## config.mk

```make
export PLATFORM = sky130hd
export DESIGN_NAME = mod_cipher_stream_flat
export DESIGN_NICKNAME = d
export VERILOG_FILES = /design/src/rtl/mod_cipher_stream_pkg.sv /design/src/rtl/mod_cipher_stream_if.sv /design/src/rtl/mod_cipher_stream_fifo.sv /design/src/rtl/mod_cipher_stream.sv /design/src/flat_wrapper.sv
export SDC_FILE = /design/constraint.sdc
export NUM_CORES = 1
export LEC_CHECK = 0
export BUFFER_PORTS_ARGS = -buffer_cell sky130_fd_sc_hd__buf_2
export CAP_MARGIN = 20
export CORE_MARGIN = 4
export CORE_UTILIZATION = 63
export CTS_CLUSTER_DIAMETER = 80
export DETAILED_ROUTE_END_ITERATION = 12
export MAX_ROUTING_LAYER = met4
export PLACE_DENSITY = 0.85
export SETUP_SLACK_MARGIN = 0.02
export SLEW_MARGIN = 20
export SYNTH_ARGS = -nofsm -noshare
export SYNTH_HDL_FRONTEND = slang
export SYNTH_SLANG_ARGS = --single-unit
```

## constraint.sdc

```tcl
create_clock -name clk -period 8.65 [get_ports clk]
set_input_delay 0.4325 -clock clk [delete_from_list [all_inputs] [get_ports clk]]
set_output_delay 0.4325 -clock clk [all_outputs]
set_load 0.05 [all_outputs]
```

## src/rtl/mod_cipher_stream_pkg.sv

```systemverilog
// Shared types and default constants for the streaming modular cipher engine.
// Package name: cipher_pkg.
package cipher_pkg;

  typedef enum logic [1:0] {
    MODE_ENC = 2'b01,
    MODE_DEC = 2'b10
  } cipher_mode_e;

  localparam int         DATA_W_DEF  = 8;
  localparam int         MODULUS_DEF = 227;
  localparam logic [7:0] CHAR_LO_DEF = 8'h61;
  localparam logic [7:0] CHAR_HI_DEF = 8'h7A;
  localparam logic [7:0] NULL_CHAR   = 8'h00;

  // One buffered result at the default width: error flag above the data word.
  typedef struct packed {
    logic                  err;
    logic [DATA_W_DEF-1:0] data;
  } fifo_entry_t;

endpackage

```

## src/rtl/mod_cipher_stream_if.sv

```systemverilog
// Key, input-stream and output-stream signals of the cipher engine.
// master = the side that produces words and consumes results; slave = the engine.
interface mod_cipher_stream_if #(parameter int DATA_W = 8);
  logic              key_load;
  logic [DATA_W-1:0] key_in;
  logic              key_err;
  logic              in_valid;
  logic              in_ready;
  logic [1:0]        in_mode;
  logic [DATA_W-1:0] in_data;
  logic              out_valid;
  logic              out_ready;
  logic [DATA_W-1:0] out_data;
  logic              out_err;
  logic [15:0]       err_count;

  modport master (
    output key_load, key_in, in_valid, in_mode, in_data, out_ready,
    input  key_err, in_ready, out_valid, out_data, out_err, err_count
  );

  modport slave (
    input  key_load, key_in, in_valid, in_mode, in_data, out_ready,
    output key_err, in_ready, out_valid, out_data, out_err, err_count
  );
endinterface

```

## src/rtl/mod_cipher_stream_fifo.sv

```systemverilog
// Synchronous output buffer for the cipher engine. Pointers wrap naturally
// because DEPTH is a power of two; push and pop together leave count unchanged.
module cipher_fifo #(
  parameter int WIDTH = 9,
  parameter int DEPTH = 4
) (
  input  logic                     clk,
  input  logic                     rst,
  input  logic                     push,
  input  logic [WIDTH-1:0]         wdata,
  input  logic                     pop,
  output logic [WIDTH-1:0]         rdata,
  output logic [$clog2(DEPTH):0]   count,
  output logic                     full,
  output logic                     empty
);
  localparam int AW = $clog2(DEPTH);

  logic [WIDTH-1:0] mem_q [DEPTH];
  logic [AW-1:0]    wr_ptr_q, wr_ptr_d;
  logic [AW-1:0]    rd_ptr_q, rd_ptr_d;
  logic [AW:0]      count_q, count_d;
  logic             push_ok, pop_ok;

  assign full    = (count_q == (AW+1)'(DEPTH));
  assign empty   = (count_q == '0);
  assign count   = count_q;
  assign rdata   = mem_q[rd_ptr_q];
  assign pop_ok  = pop && !empty;
  assign push_ok = push && (!full || pop_ok);

  // Next pointer and occupancy values.
  always_comb begin
    wr_ptr_d = wr_ptr_q + AW'(push_ok);
    rd_ptr_d = rd_ptr_q + AW'(pop_ok);
    count_d  = count_q + (AW+1)'(push_ok) - (AW+1)'(pop_ok);
  end

  // Control state, cleared by reset.
  always_ff @(posedge clk) begin
    if (rst) begin
      wr_ptr_q <= '0;
      rd_ptr_q <= '0;
      count_q  <= '0;
    end else begin
      wr_ptr_q <= wr_ptr_d;
      rd_ptr_q <= rd_ptr_d;
      count_q  <= count_d;
    end
  end

  // Storage array; contents are don't-care while unoccupied.
  always_ff @(posedge clk) begin
    if (push_ok) mem_q[wr_ptr_q] <= wdata;
  end
endmodule

```

## src/rtl/mod_cipher_stream.sv

```systemverilog
// Streaming modular-subtraction cipher: enc C=(P-K) mod M, dec P=(C+K) mod M.
// One capture stage, then a result FIFO; errored words travel in order as NULL_CHAR.
// Optional feature macro: CIPHER_ERR_CNT_EN builds the saturating error counter;
// without it err_count is tied to zero.
module mod_cipher_stream
  import cipher_pkg::*;
#(
  parameter int              DATA_W     = 8,
  parameter int              MODULUS    = 227,
  parameter int              FIFO_DEPTH = 4,
  parameter logic [DATA_W-1:0] CHAR_LO  = DATA_W'(CHAR_LO_DEF),
  parameter logic [DATA_W-1:0] CHAR_HI  = DATA_W'(CHAR_HI_DEF)
) (
  input logic                clk,
  input logic                rst,
  mod_cipher_stream_if.slave bus
);
  localparam int CW = $clog2(FIFO_DEPTH) + 1;
  localparam logic [DATA_W:0] MOD_W   = (DATA_W+1)'(MODULUS);
  localparam logic [CW:0]     DEPTH_W = (CW+1)'(FIFO_DEPTH);

  // Operands are both < M, so one conditional correction is enough. When
  // M == 2**DATA_W, MOD_W reads as negative once signed, but the low DATA_W
  // bits of the corrected sum are still the right residue.
  function automatic logic [DATA_W-1:0] mod_sub(input logic [DATA_W-1:0] p,
                                                input logic [DATA_W-1:0] k);
    logic signed [DATA_W:0] d;
    d = $signed({1'b0, p}) - $signed({1'b0, k});
    if (d < 0) d = d + $signed(MOD_W);
    return d[DATA_W-1:0];
  endfunction

  function automatic logic [DATA_W-1:0] mod_add(input logic [DATA_W-1:0] c,
                                                input logic [DATA_W-1:0] k);
    logic [DATA_W:0] s;
    s = {1'b0, c} + {1'b0, k};
    if (s >= MOD_W) s = s - MOD_W;
    return s[DATA_W-1:0];
  endfunction

  function automatic logic [15:0] sat_inc(input logic [15:0] v);
    return (v == 16'hFFFF) ? v : v + 16'd1;
  endfunction

  logic              key_valid_q, key_valid_d;
  logic              key_err_q, key_err_d;
  logic [DATA_W-1:0] key_q, key_d;
  logic              vld_p1_q, vld_p1_d;
  logic [DATA_W-1:0] data_p1_q, data_p1_d;
  logic [DATA_W-1:0] key_p1_q, key_p1_d;
  logic [1:0]        mode_p1_q, mode_p1_d;
  logic              err_p1_q, err_p1_d;
  logic              accept, in_err;
  logic [DATA_W-1:0] res_p1;
  logic              fifo_push, fifo_pop, fifo_full, fifo_empty;
  logic [DATA_W:0]   fifo_rdata;
  logic [CW-1:0]     fifo_count;

  // Ready depends only on registered occupancy, never on out_ready.
  assign bus.in_ready = !rst &&
    (({1'b0, fifo_count} + {{CW{1'b0}}, vld_p1_q}) < DEPTH_W);
  assign accept    = bus.in_valid && bus.in_ready;
  assign fifo_pop  = bus.out_valid && bus.out_ready;
  assign fifo_push = vld_p1_q && (!fifo_full || fifo_pop);
  assign bus.key_err   = key_err_q;
  assign bus.out_valid = !fifo_empty;
  assign bus.out_data  = fifo_rdata[DATA_W-1:0];
  assign bus.out_err   = fifo_rdata[DATA_W];

  // Validate the incoming word against the key state that exists before this edge.
  always_comb begin
    in_err = !key_valid_q;
    case (bus.in_mode)
      MODE_ENC: if (bus.in_data < CHAR_LO || bus.in_data > CHAR_HI) in_err = 1'b1;
      MODE_DEC: if ({1'b0, bus.in_data} >= MOD_W) in_err = 1'b1;
      default:  in_err = 1'b1;
    endcase
  end

  // Key register update and stage-1 capture values.
  always_comb begin
    key_d       = key_q;
    key_valid_d = key_valid_q;
    key_err_d   = key_err_q;
    if (bus.key_load) begin
      if ({1'b0, bus.key_in} < MOD_W) begin
        key_d       = bus.key_in;
        key_valid_d = 1'b1;
        key_err_d   = 1'b0;
      end else begin
        key_err_d   = 1'b1;
      end
    end
    vld_p1_d  = accept;
    data_p1_d = accept ? bus.in_data : data_p1_q;
    key_p1_d  = accept ? key_q       : key_p1_q;
    mode_p1_d = accept ? bus.in_mode : mode_p1_q;
    err_p1_d  = accept ? in_err      : err_p1_q;
  end

  // Control flops: key state and stage-1 valid.
  always_ff @(posedge clk) begin
    if (rst) begin
      key_q       <= '0;
      key_valid_q <= 1'b0;
      key_err_q   <= 1'b0;
      vld_p1_q    <= 1'b0;
    end else begin
      key_q       <= key_d;
      key_valid_q <= key_valid_d;
      key_err_q   <= key_err_d;
      vld_p1_q    <= vld_p1_d;
    end
  end

  // ---- stage 1: captured word, arithmetic feeds the FIFO write ----
  always_ff @(posedge clk) begin
    data_p1_q <= data_p1_d;
    key_p1_q  <= key_p1_d;
    mode_p1_q <= mode_p1_d;
    err_p1_q  <= err_p1_d;
  end

  // Modular result, or NULL_CHAR for an errored word.
  always_comb begin
    res_p1 = DATA_W'(NULL_CHAR);
    if (!err_p1_q)
      res_p1 = (mode_p1_q == MODE_ENC) ? mod_sub(data_p1_q, key_p1_q)
                                       : mod_add(data_p1_q, key_p1_q);
  end

  // ---- FIFO: result buffer toward the consumer ----
  cipher_fifo #(.WIDTH(DATA_W + 1), .DEPTH(FIFO_DEPTH)) u_fifo (
    .clk   (clk),
    .rst   (rst),
    .push  (fifo_push),
    .wdata ({err_p1_q, res_p1}),
    .pop   (fifo_pop),
    .rdata (fifo_rdata),
    .count (fifo_count),
    .full  (fifo_full),
    .empty (fifo_empty)
  );

`ifdef CIPHER_ERR_CNT_EN
  logic [15:0] err_cnt_q, err_cnt_d;

  // Count errored words as they leave the engine.
  always_comb begin
    err_cnt_d = err_cnt_q;
    if (fifo_pop && bus.out_err) err_cnt_d = sat_inc(err_cnt_q);
  end

  // Error counter register.
  always_ff @(posedge clk) begin
    if (rst) err_cnt_q <= '0;
    else     err_cnt_q <= err_cnt_d;
  end

  assign bus.err_count = err_cnt_q;
`else
  assign bus.err_count = '0;
`endif
endmodule

```

## src/flat_wrapper.sv

```systemverilog
// flat-port wrapper written by rule: the top's interface ports become plain ports
module mod_cipher_stream_flat import cipher_pkg::*;
#(
  parameter int              DATA_W     = 8,
  parameter int              MODULUS    = 227,
  parameter int              FIFO_DEPTH = 4,
  parameter logic [DATA_W-1:0] CHAR_LO  = DATA_W'(CHAR_LO_DEF),
  parameter logic [DATA_W-1:0] CHAR_HI  = DATA_W'(CHAR_HI_DEF)
)
  (clk, rst, bus_key_load, bus_key_in, bus_in_valid, bus_in_mode, bus_in_data, bus_out_ready, bus_key_err, bus_in_ready, bus_out_valid, bus_out_data, bus_out_err, bus_err_count);
  mod_cipher_stream_if #(.DATA_W(DATA_W)) bus_i ();
  input logic clk;
  input logic rst;
  input wire logic [$bits(bus_i.key_load)-1:0] bus_key_load;
  input wire logic [$bits(bus_i.key_in)-1:0] bus_key_in;
  input wire logic [$bits(bus_i.in_valid)-1:0] bus_in_valid;
  input wire logic [$bits(bus_i.in_mode)-1:0] bus_in_mode;
  input wire logic [$bits(bus_i.in_data)-1:0] bus_in_data;
  input wire logic [$bits(bus_i.out_ready)-1:0] bus_out_ready;
  output wire logic [$bits(bus_i.key_err)-1:0] bus_key_err;
  output wire logic [$bits(bus_i.in_ready)-1:0] bus_in_ready;
  output wire logic [$bits(bus_i.out_valid)-1:0] bus_out_valid;
  output wire logic [$bits(bus_i.out_data)-1:0] bus_out_data;
  output wire logic [$bits(bus_i.out_err)-1:0] bus_out_err;
  output wire logic [$bits(bus_i.err_count)-1:0] bus_err_count;
  assign bus_i.key_load = bus_key_load;
  assign bus_i.key_in = bus_key_in;
  assign bus_i.in_valid = bus_in_valid;
  assign bus_i.in_mode = bus_in_mode;
  assign bus_i.in_data = bus_in_data;
  assign bus_i.out_ready = bus_out_ready;
  assign bus_key_err = bus_i.key_err;
  assign bus_in_ready = bus_i.in_ready;
  assign bus_out_valid = bus_i.out_valid;
  assign bus_out_data = bus_i.out_data;
  assign bus_out_err = bus_i.out_err;
  assign bus_err_count = bus_i.err_count;
  mod_cipher_stream #(.DATA_W(DATA_W), .MODULUS(MODULUS), .FIFO_DEPTH(FIFO_DEPTH), .CHAR_LO(CHAR_LO), .CHAR_HI(CHAR_HI)) u_core (.clk(clk), .rst(rst), .bus(bus_i));
endmodule
```

-- Word level (Yosys, flattened, before mapping)
Memory sizes are Yosys's and may differ from the RTL's. A register that Yosys moved wholly into a read port is not among the register bits.
Cells that the tools add are included.
- add/sub/neg operators: 9
- $lt $le $gt $ge: 7
- equal/unequal tests: 4
- multiplexer cells: 11
- reductions and logical operators: 15
- operators with widths (cell ; number):
    $mux W8 ; 4
    $add A8 B8 Y9 ; 1
    $ge A9 B8 Y1 const B ; 1
    $lt A9 B1 Y1 const B ; 1
    $sub A8 B8 Y9 ; 1
    $add A8 B6 Y8 const B ; 1
    $ge A8 B8 Y1 const B ; 1
    $gt A8 B7 Y1 const B ; 1
    $lt A8 B7 Y1 const B ; 1
    $lt A8 B8 Y1 const B ; 1
    $sub A8 B8 Y8 const B ; 1
    $logic_and A1 B1 Y1 ; 6
    $mux W1 ; 5
    $add A2 B1 Y2 ; 2
    $add A3 B1 Y4 ; 1
    $eq A2 B1 Y1 const B ; 2
    $logic_not A1 Y1 ; 4
    $lt A4 B3 Y1 const B ; 1
    $add A3 B1 Y3 ; 1
    $eq A3 B3 Y1 const B ; 1
    $logic_not A3 Y1 ; 1
    $logic_or A1 B1 Y1 ; 3
    $sub A3 B1 Y3 ; 1
    $eq A2 B2 Y1 const B ; 1
    other kinds (3) ; 3
- register bits after elaboration: 37
- bits in writable memories: 36
- output and inout bits: 28
- memories: 1
- memories (memory ; words ; width ; read ports ; clocked after memory_dff ; wr ports ; RTL line ; RTL):
    u_core.u_fifo.mem_q ; 4 ; 9 ; 1 ; 1 ; 1 ; mod_cipher_stream_fifo.sv:19 ; logic [WIDTH-1:0] mem_q [DEPTH];

-- Depth between registers and ports, before layout
Gate-level depths: netlist (run 1).
- word-level depth: 8
- gate-level depth with buffers: 11

-- Cells and area by module
Synthesis (run 1) repeated with hierarchy kept, for this count alone.
- cells, all modules: 363
- area, all modules: 4229.1 µm²
- modules (own cells, without submodules) (module ; instances ; cells each ; area each (µm²) ; sequential area each (µm²)):
    mod_cipher_stream ; 1 ; 279 ; 2537.4 ; 790.8
    cipher_fifo ; 1 ; 84 ; 1691.6 ; 1221.2

-- Least setup slack after synthesis (run 1)
OpenSTA, ideal clock, no wires.
- path kind: reg-to-reg
- start point: reg u_core.key_p1_q[0]
- end point: mem u_core.u_fifo.mem_q[0][1] (data pin)
- setup time: 0.206 ns
- arrival time: 2.726 ns
- slack: 5.718 ns
- cell stages (with the launch flop): 10
- path buffers: 0
- cells stage by stage: edfxtp_1 -> ha_1 -> fa_1 -> and2b_4 -> o21ai_1 -> xnor2_1 -> nand3_1 -> o211ai_4 -> mux2_4 -> a2111oi_4
- word-level cells in the longest chain between the ends: 5
- elaborated cells on any way between the ends: 10
- those cells by class: add/sub (4); order compare (2); mux (4)
- RTL lines (item ; RTL line ; RTL):
    start: declaration ; mod_cipher_stream.sv:50 ; logic [DATA_W-1:0] key_p1_q, key_p1_d;
    start signal: assignment ; mod_cipher_stream.sv:119 ; key_p1_q <= key_p1_d;
    $add A8 B8 Y9 / $sub A8 B8 Y9 (equally long branches) ; mod_cipher_stream.sv:36, mod_cipher_stream.sv:28 ;
    $sub A8 B8 Y8 (tied with other cells) ; mod_cipher_stream.sv:37 ; if (s >= MOD_W) s = s - MOD_W;
    $mux W8 (on tied branches) ; mod_cipher_stream.sv:37, mod_cipher_stream.sv:29 ;
    $mux W8 * ; mod_cipher_stream.sv:128 ; res_p1 = (mode_p1_q == MODE_ENC) ? mod_sub(data_p1_q, key_p1_q)
    $mux W8 * ; mod_cipher_stream.sv:127 ; if (!err_p1_q)
    via u_core.res_p1[1] ; mod_cipher_stream.sv:54 ; logic [DATA_W-1:0] res_p1;
    end: declaration ; mod_cipher_stream_fifo.sv:19 ;
The timed path passes the listed nets; every way through them passes the cells marked *.

-- Final worst setup path (run 1)
- start point: reg u_core.key_p1_q[0]
- end point: mem u_core.u_fifo.mem_q[1][2] (data pin)
The elaborated chain is that of the path after synthesis.

==> results of run 1 <==
sequential cells by signal, summed over array words and instances (netlist names):
signal	flops
u_core.u_fifo.count	3
u_core.u_fifo.wr_ptr_q	2
u_core.bus.key_err	1
u_core.u_fifo.rd_ptr_q	2
u_core.data_p1_q	8
u_core.err_p1_q	1
u_core.u_fifo.mem_q	36
u_core.key_q	8
u_core.vld_p1_q	1
u_core.key_valid_q	1
u_core.key_p1_q	8
u_core.mode_p1_q	2
power by group through the flow:
stage                     clock (mW)  sequential (mW)  combinational, mW
final                          0.291            0.444              0.421
after detailed placement           0            0.452              0.416
after floorplan                    0            0.433              0.356
after global routing           0.311            0.449              0.458
after global placement             0            0.449              0.401
after CTS                      0.295            0.444              0.419
final timing paths:
path	start	end	slack [ns]	cells past startpoint
hold / removal	bus_in_mode[1]	u_core.mode_p1_q[1]	0.29	1
setup / recovery	u_core.key_p1_q[0]	u_core.u_fifo.mem_q[1][2]	5.33	9
setup reg to reg	u_core.key_p1_q[0]	u_core.u_fifo.mem_q[1][2]	5.33	9
hold reg to reg	u_core.key_q[1]	u_core.key_p1_q[1]	0.43	0
cells by family (layout without fill, tap and decap cells):
family / count (synthesis) / in the layout
AOI/OAI and AO/OA: 70 / 70
xor gates and xnor gates: 19 / 19
adders and majority gates: 27 / 27
buffers and inverters: 47 / 70
DFF: 73 / 73
muxes: 13 / 13
other: 1 / 16
and+or+nand+nor: 128 / 128
critical path: stages (launching register included):
cell	delay, ns
edfxtp_1	0.40
ha_1	0.24
fa_1	0.44
and2b_4	0.21
o21ai_1	0.21
nor2_1	0.11
o32a_1	0.51
a211oi_1	0.31
a21oi_1	0.07
nor4_1	0.54
area by class of cell:
type,instances,area (um^2),area share
multi-input combinational,273,2030,0.441
sequential,73,2010,0.437
timing repair buffer,35,178,0.0386
clock buffer,10,128,0.0277
tap,77,96.3,0.0209
clock inverter,6,90.1,0.0196
inverter,19,71.3,0.0155
metal layers:
metal | wire [um] | share of wire | track usage | up-vias
li1 | - | - | - | 1421
met1 | 3490 | 0.42 | 0.278 | 1388
met2 | 4160 | 0.50 | 0.354 | 108
met3 | 468 | 0.056 | 0.0359 | 21
met4 | 178 | 0.021 | 0.0867 | 0
met5 | 0 | 0 | - | -
through the flow:
stage	cell area, um^2	cells	power [mW]	hold WS (ns)
floorplan	4290	393	0.790	0.408
global placement	4390	477	0.850	0.414
detailed placement	4390	477	0.868	0.417
CTS	4610	493	1.16	0.273
global route	4610	493	1.22	0.274
finish	4610	493	1.16	0.288
placed cells by master, fill, tap and decap left out, types with 3 or more instances in the layout:
cell and n:
a211o_1 3, a211oi_1 3, and2_1 4, a31oi_1 3, nand2_1 20, conb_1 16, nand3_1 8, edfxtp_1 55
clkbuf_8 9, xnor2_1 10, nor2_1 40, inv_1 19, ha_1 24, a21oi_1 22, fa_1 3, or3_1 5
mux4_2 9, nor4_1 4, nand2b_1 7, nor3_1 11, xor2_1 8, nor2b_1 10, o21ai_0 9, o211ai_1 3
buf_2 34, dfxtp_1 18, o21a_1 3
==> insert_results.sql, run 1 <==
INSERT INTO impl_metrics (metric_group, metric, value, unit) VALUES
('timing', 'tightestPinTransition', '0.967', 'ns'),
('detailed_routing', 'post_drt_wl_per_cell', '16.8', 'um'),
('detailed_routing', 'vias_per_cell', '5.96', ''),
('pwr', 'part_of_the_total_power_dissipated_in_the_clock_network', '0.251', ''),
('pwr', 'comb_power_share', '0.365', ''),
('logic_synthesis', 'post_synth_instance_area', '4230', 'um^2'),
('logic_synthesis', 'synthXorXnorAreaFrac', '0.0411', ''),
('critical_path', 'critical_path_class', 'reg -> reg', ''),
('floorplan', 'pin_count', '51', ''),
('clock_tree', 'cts-root-buf', 'clkbuf_8', ''),
('timing', 'timing_hold_violations_final', '0', ''),
('clock_tree', 'insertion_delay', '0.34', 'ns'),
('timing', 'setup_repair_after_global_routing_missed_its_margin', 'false', ''),
('clock_tree', 'tritoncts_buffers', '9', ''),
('logic_synthesis', 'postSynthCellCount', '378', ''),
('outcome', 'outcome', 'finished clean', ''),
('timing', 'clock-skew-final', '0.00678', 'ns'),
('logic_synthesis', 'seq_area_frac_synth', '0.476', ''),
('placed_design', 'place.gp.congestion', '0.877', ''),
('floorplan', 'area_of_the_core_region', '6420', 'um^2'),
('timing', 'final-setup-viol-count', '0', ''),
('detailed_routing', 'dr.pass1.iters', '5', ''),
('grt', 'antenna_found_initial', '0', ''),
('pwr', 'swShare', '0.369', ''),
('clock_tree', 'postCtsResizedCells', '0', ''),
('placed_design', 'numPortBuffers', '34', ''),
('critical_path', 'kind_of_capture_point_of_the_worst_setup_path', 'register', ''),
('grt', 'globalRoute.totalOverflow', '0', ''),
('logic_synthesis', 'synth_common_cells', 'edfxtp_1 (55), nor2_1 (40), ha_1 (24)', ''),
('detailed_routing', 'postRouteAntennaNets', '0', ''),
('critical_path', 'worstSetupStartpointType', 'register', ''),
('logic_synthesis', 'synth_most_common_cell', 'edfxtp_1', ''),
('floorplan', 'initial_utilization', '0.659', ''),
('timing', 'slew_headroom', '0.354', ''),
('grt', 'grt_pass1_vias', '2822', ''),
('logic_synthesis', 'post_synth_mux_area_share', '0.0592', ''),
('logic_synthesis', 'most_area_consuming_cells_after_synthesis', 'edfxtp_1 (39%), dfxtp_1 (8.5%), ha_1 (7.1%)', ''),
('floorplan', 'die_height', '89.9', 'um'),
('critical_path', 'required', '8.71', 'ns'),
('logic_synthesis', 'yosysTopAreaCell', 'edfxtp_1', ''),
('logic_synthesis', 'synth.avg_cell_area', '11.2', 'um^2'),
('clock_tree', 'clock_tree.buffer_depth', '2', ''),
('detailed_routing', 'vias', '2938', ''),
('floorplan', 'core.rowCount', '29', ''),
('pwr', 'power_density', '251', 'nW/um^2'),
('clock_tree', 'post-cts-setup-buffer-count', '0', ''),
('pwr', 'p_leak', '1.79', 'nW'),
('logic_synthesis', 'yosys.area_share.simple', '0.154', ''),
('logic_synthesis', 'synth-adder-area-share', '0.0852', ''),
('pwr', 'p_seq_frac', '0.384', ''),
('placed_design', 'place_worst_setup_slack', '5.44', 'ns'),
('detailed_routing', 'routed_wl', '8300', 'um'),
('logic_synthesis', 'synth_top_cell_area_share', '0.390', ''),
('logic_synthesis', 'synth_top_family_by_area', 'simple AND/OR/NAND/NOR gates', ''),
('clock_tree', 'hold_buffers_post_cts', '0', ''),
('clock_tree', 'tritoncts', 'done', ''),
('final_layout', 'core_occupancy_in_the_finished_layout', '0.717', ''),
('logic_synthesis', 'synth-async-reset-ratio', '0', ''),
('final_layout', 'layout-area-overhead-vs-synth', '8.90', '%'),
('timing', 'final_max_slew_viol_count', '0', ''),
('grt', 'grtUsageTotal', '0.219', ''),
('grt', 'wire_length_of_the_first_global_routing_pass', '13700', 'um'),
('grt', 'grt_start_max_net_pins', '20', ''),
('pwr', 'ir_drop', '199', 'uV'),
('pwr', 'power.net_switching', '0.427', 'mW'),
('critical_path', 'worst-endpoint-arrival', '3.38', 'ns'),
('final_layout', 'drive_gt1_frac', '0.185', ''),
('floorplan', 'die_area', '8090', 'um^2'),
('final_layout', 'filler_cell_count', '433', ''),
('logic_synthesis', 'postSynthRegisterBits', '73', ''),
('final_layout', 'total_number_of_nets_in_the_final_design', '461', '');
Note: power is estimated with default switching activity, not from simulation.
==> inputs of run 2 (changes only) <==
- CORE_UTILIZATION: 63 -> 53
- PLACE_DENSITY: 0.85 -> 0.77
- clock period: 8.65 -> 2.8 ns (I/O delays scaled with it)
==> insert_results.sql, run 2 (same netlist as run 1, synthesis figures left out) <==
INSERT INTO impl_metrics (metric_group, metric, value, unit) VALUES
('final_layout', 'postLayoutCellArea', '5230', 'um^2'),
('detailed_routing', 'postRouteAntennaNets', '0', ''),
('pwr', 'total_power', '3.70', 'mW'),
('floorplan', 'horizontal_die_dimension', '97.3', 'um'),
('final_layout', 'regMostFlops', 'u_core.u_fifo.mem_q', ''),
('critical_path', 'critical_path.max_fanout', '5', ''),
('final_layout', 'core_occupancy_in_the_finished_layout', '0.677', ''),
('placed_design', 'place.gp.congestion', '0.943', ''),
('clock_tree', 'tritoncts', 'done', ''),
('timing', 'achievable-frequency', '356', 'MHz'),
('critical_path', 'r2r_slack', '-0.008', 'ns'),
('timing', 'final_max_slew_viol_count', '0', ''),
('final_layout', 'total_number_of_nets_in_the_final_design', '514', ''),
('final_layout', 'final_common_cell', 'edfxtp_1', ''),
('clock_tree', 'tritoncts_buffers', '9', ''),
('floorplan', 'area_of_the_core_region', '7730', 'um^2'),
('timing', 'slew_headroom', '0.533', ''),
('grt', 'grt-busiest-layer', 'met2', ''),
('final_layout', 'drive_gt1_frac', '0.330', ''),
('critical_path', 'ff2ff_path_depth', '9', ''),
('final_layout', 'mostFrequentLayoutCells', 'edfxtp_1 (55), buf_4 (42), nor2_1 (35)', ''),
('placed_design', 'dp.cells', '542', ''),
('critical_path', 'worstSetupEndpoint', 'u_core.u_fifo.mem_q[2][1]', ''),
('critical_path', 'worst_setup_path_startpoint', 'u_core.data_p1_q[1]', ''),
('grt', 'globalRoute.totalOverflow', '0', ''),
('pwr', 'power_density', '708', 'nW/um^2'),
('grt', 'grt_pass1_vias', '3321', ''),
('clock_tree', 'insertion_delay', '0.34', 'ns'),
('floorplan', 'die_height', '97.3', 'um'),
('clock_tree', 'cts-root-buf', 'clkbuf_8', ''),
('clock_tree', 'clock_sink_count', '73', ''),
('floorplan', 'core.rowCount', '32', ''),
('detailed_routing', 'dr.pass1.iters', '4', ''),
('placed_design', 'area_post_placement', '4740', 'um^2'),
('timing', 'fin_ws', '-0.00850', 'ns'),
('clock_tree', 'clock_tree.buffer_depth', '2', ''),
('timing', 'tightestPinTransition', '0.700', 'ns'),
('critical_path', 'worstSetupStartpointType', 'register', ''),
('critical_path', 'worst_r2r_startpoint', 'u_core.data_p1_q[1]', ''),
('grt', 'gr-usage-met2', '0.358', ''),
('clock_tree', 'cts_max_level', '3', ''),
('grt', 'grtUsageTotal', '0.206', ''),
('critical_path', 'kind_of_capture_point_of_the_worst_setup_path', 'register', ''),
('timing', 'clock-skew-final', '0.0127', 'ns'),
('final_layout', 'layout-area-overhead-vs-synth', '23.6', '%'),
('detailed_routing', 'first_iter_violations', '218', ''),
('critical_path', 'worst-endpoint-arrival', '2.93', 'ns'),
('final_layout', 'largest_reg_flops', '36', ''),
('final_layout', 'antenna_cells_inserted', '0', ''),
('placed_design', 'numPortBuffers', '34', ''),
('grt', 'grt_use_met3', '0.0330', ''),
('timing', 'final.period_utilization', '1.00', ''),
('pwr', 'p_leak', '2.07', 'nW'),
('critical_path', 'required', '2.92', 'ns'),
('timing', 'final-setup-viol-count', '4', ''),
('detailed_routing', 'routed_wl', '9920', 'um'),
('flow_run', 'timing.max_cap.violations', '0', ''),
('clock_tree', 'clkSlewWorstSetupHoldPaths', '0.08', 'ns'),
('timing', 'timing_hold_violations_final', '0', ''),
('hold_path', 'hold_class', 'in -> reg', ''),
('critical_path', 'reg2reg_to', 'u_core.u_fifo.mem_q[2][1]', ''),
('outcome', 'violated_checks', 'negative setup slack', ''),
('detailed_routing', 'remaining_drc_errors', '0', ''),
('grt', 'globalRouteMet1Util', '0.237', ''),
('floorplan', 'initial_utilization', '0.547', ''),
('grt', 'wire_length_of_the_first_global_routing_pass', '15500', 'um'),
('pwr', 'ir_drop', '561', 'uV'),
('critical_path', 'critical_path_class', 'reg -> reg', ''),
('floorplan', 'pin_count', '51', ''),
('grt', 'antenna_found_initial', '0', ''),
('detailed_routing', 'post_drt_wl_per_cell', '17.4', 'um'),
('grt', 'grt_start_max_net_pins', '20', ''),
('timing', 'setup_repair_after_global_routing_missed_its_margin', 'true', ''),
('detailed_routing', 'vias_per_cell', '5.75', ''),
('placed_design', 'dp_hpwl', '6530', 'um'),
('timing', 'final.hold.worst_slack', '0.0282', 'ns'),
('final_layout', 'final_cell_count_no_fill', '571', ''),
('outcome', 'outcome', 'finished with violations', ''),
('detailed_routing', 'vias', '3284', ''),
('timing', 'finalWorstPathRequiredPeriod', '2.81', 'ns'),
('floorplan', 'die_area', '9480', 'um^2');
run 2: changes by cell type in the layout (fill, tap and decap cells not counted), moves of 3 or more:
cell / delta
ha_1: -6
a21oi_2: +3
nor2_1: -5
nor2_2: +4
dlygate4sd3_1: +9
xnor2_2: +4
xnor2_1: -4
a21oi_1: -3
buf_6: +3
buf_4: +41
ha_2: +5
run 2: worst min-delay path by stage:
stage | start | endpoint | slack (ns) | cells past startpoint
after global routing | bus_in_valid | u_core.vld_p1_q | 0.03 | 2
final | bus_in_valid | u_core.vld_p1_q | 0.03 | 2
after floorplan | bus_in_data[0] | u_core.data_p1_q[0] | 0.24 | 0
after CTS | bus_in_valid | u_core.vld_p1_q | 0.009 | 2
after global placement | bus_in_mode[0] | u_core.mode_p1_q[0] | 0.34 | 1
after detailed placement | bus_in_mode[0] | u_core.mode_p1_q[0] | 0.34 | 1
run 2: metal layers:
layer | vias up | wire [um]
li1 | 1520 | -
met1 | 1616 | 3890
met2 | 125 | 5280
met3 | 23 | 524
met4 | 0 | 229
met5 | - | 0
run 2: worst max-delay path: stages (launching register included):
cell and delay (ns):
edfxtp_1 0.45, buf_6 0.16, fa_2 0.37, and2b_4 0.20
o21ai_4 0.17, xnor2_2 0.16, nand3_2 0.13, o211ai_4 0.30
mux2_4 0.35, a2111oi_4 0.28
run 2: power by group:
group	total, mW	internal [mW]	switching [mW]	leakage [nW]
Sequential	1.37	1.27	0.100	0.657
Combinational	1.61	0.663	0.948	1.33
Clock	0.721	0.325	0.396	0.0831
run 2: final cells by class:
class / count / area, um^2
fillers: 557 / 2500
multi-input cells: 273 / 2240
flip-flops and latches: 73 / 2010
repair buffers: 88 / 609
clock buffers: 10 / 128
well taps: 102 / 128
inverters: 19 / 71.3
clock inverters: 6 / 42.5
run 2: metrics by stage:
stage	setup WS (ns)	setup TNS [ns]
after floorplan	0.0230	0
after global placement	-0.0395	-0.246
after detailed placement	-0.0834	-1.20
after CTS	0.000977	0
after global routing	-0.124	-2.31
final	-0.00850	-0.0232
run 2: timing repair:
item | in CTS | in global routing
hold endpoints to repair | 9 | 0
endpoints found under the setup margin | 32 | 32
pin swaps | 4 | 17
hold buffers | 9 | 0
setup buffers | 1 | 4
gates resized for setup | 7 | 35
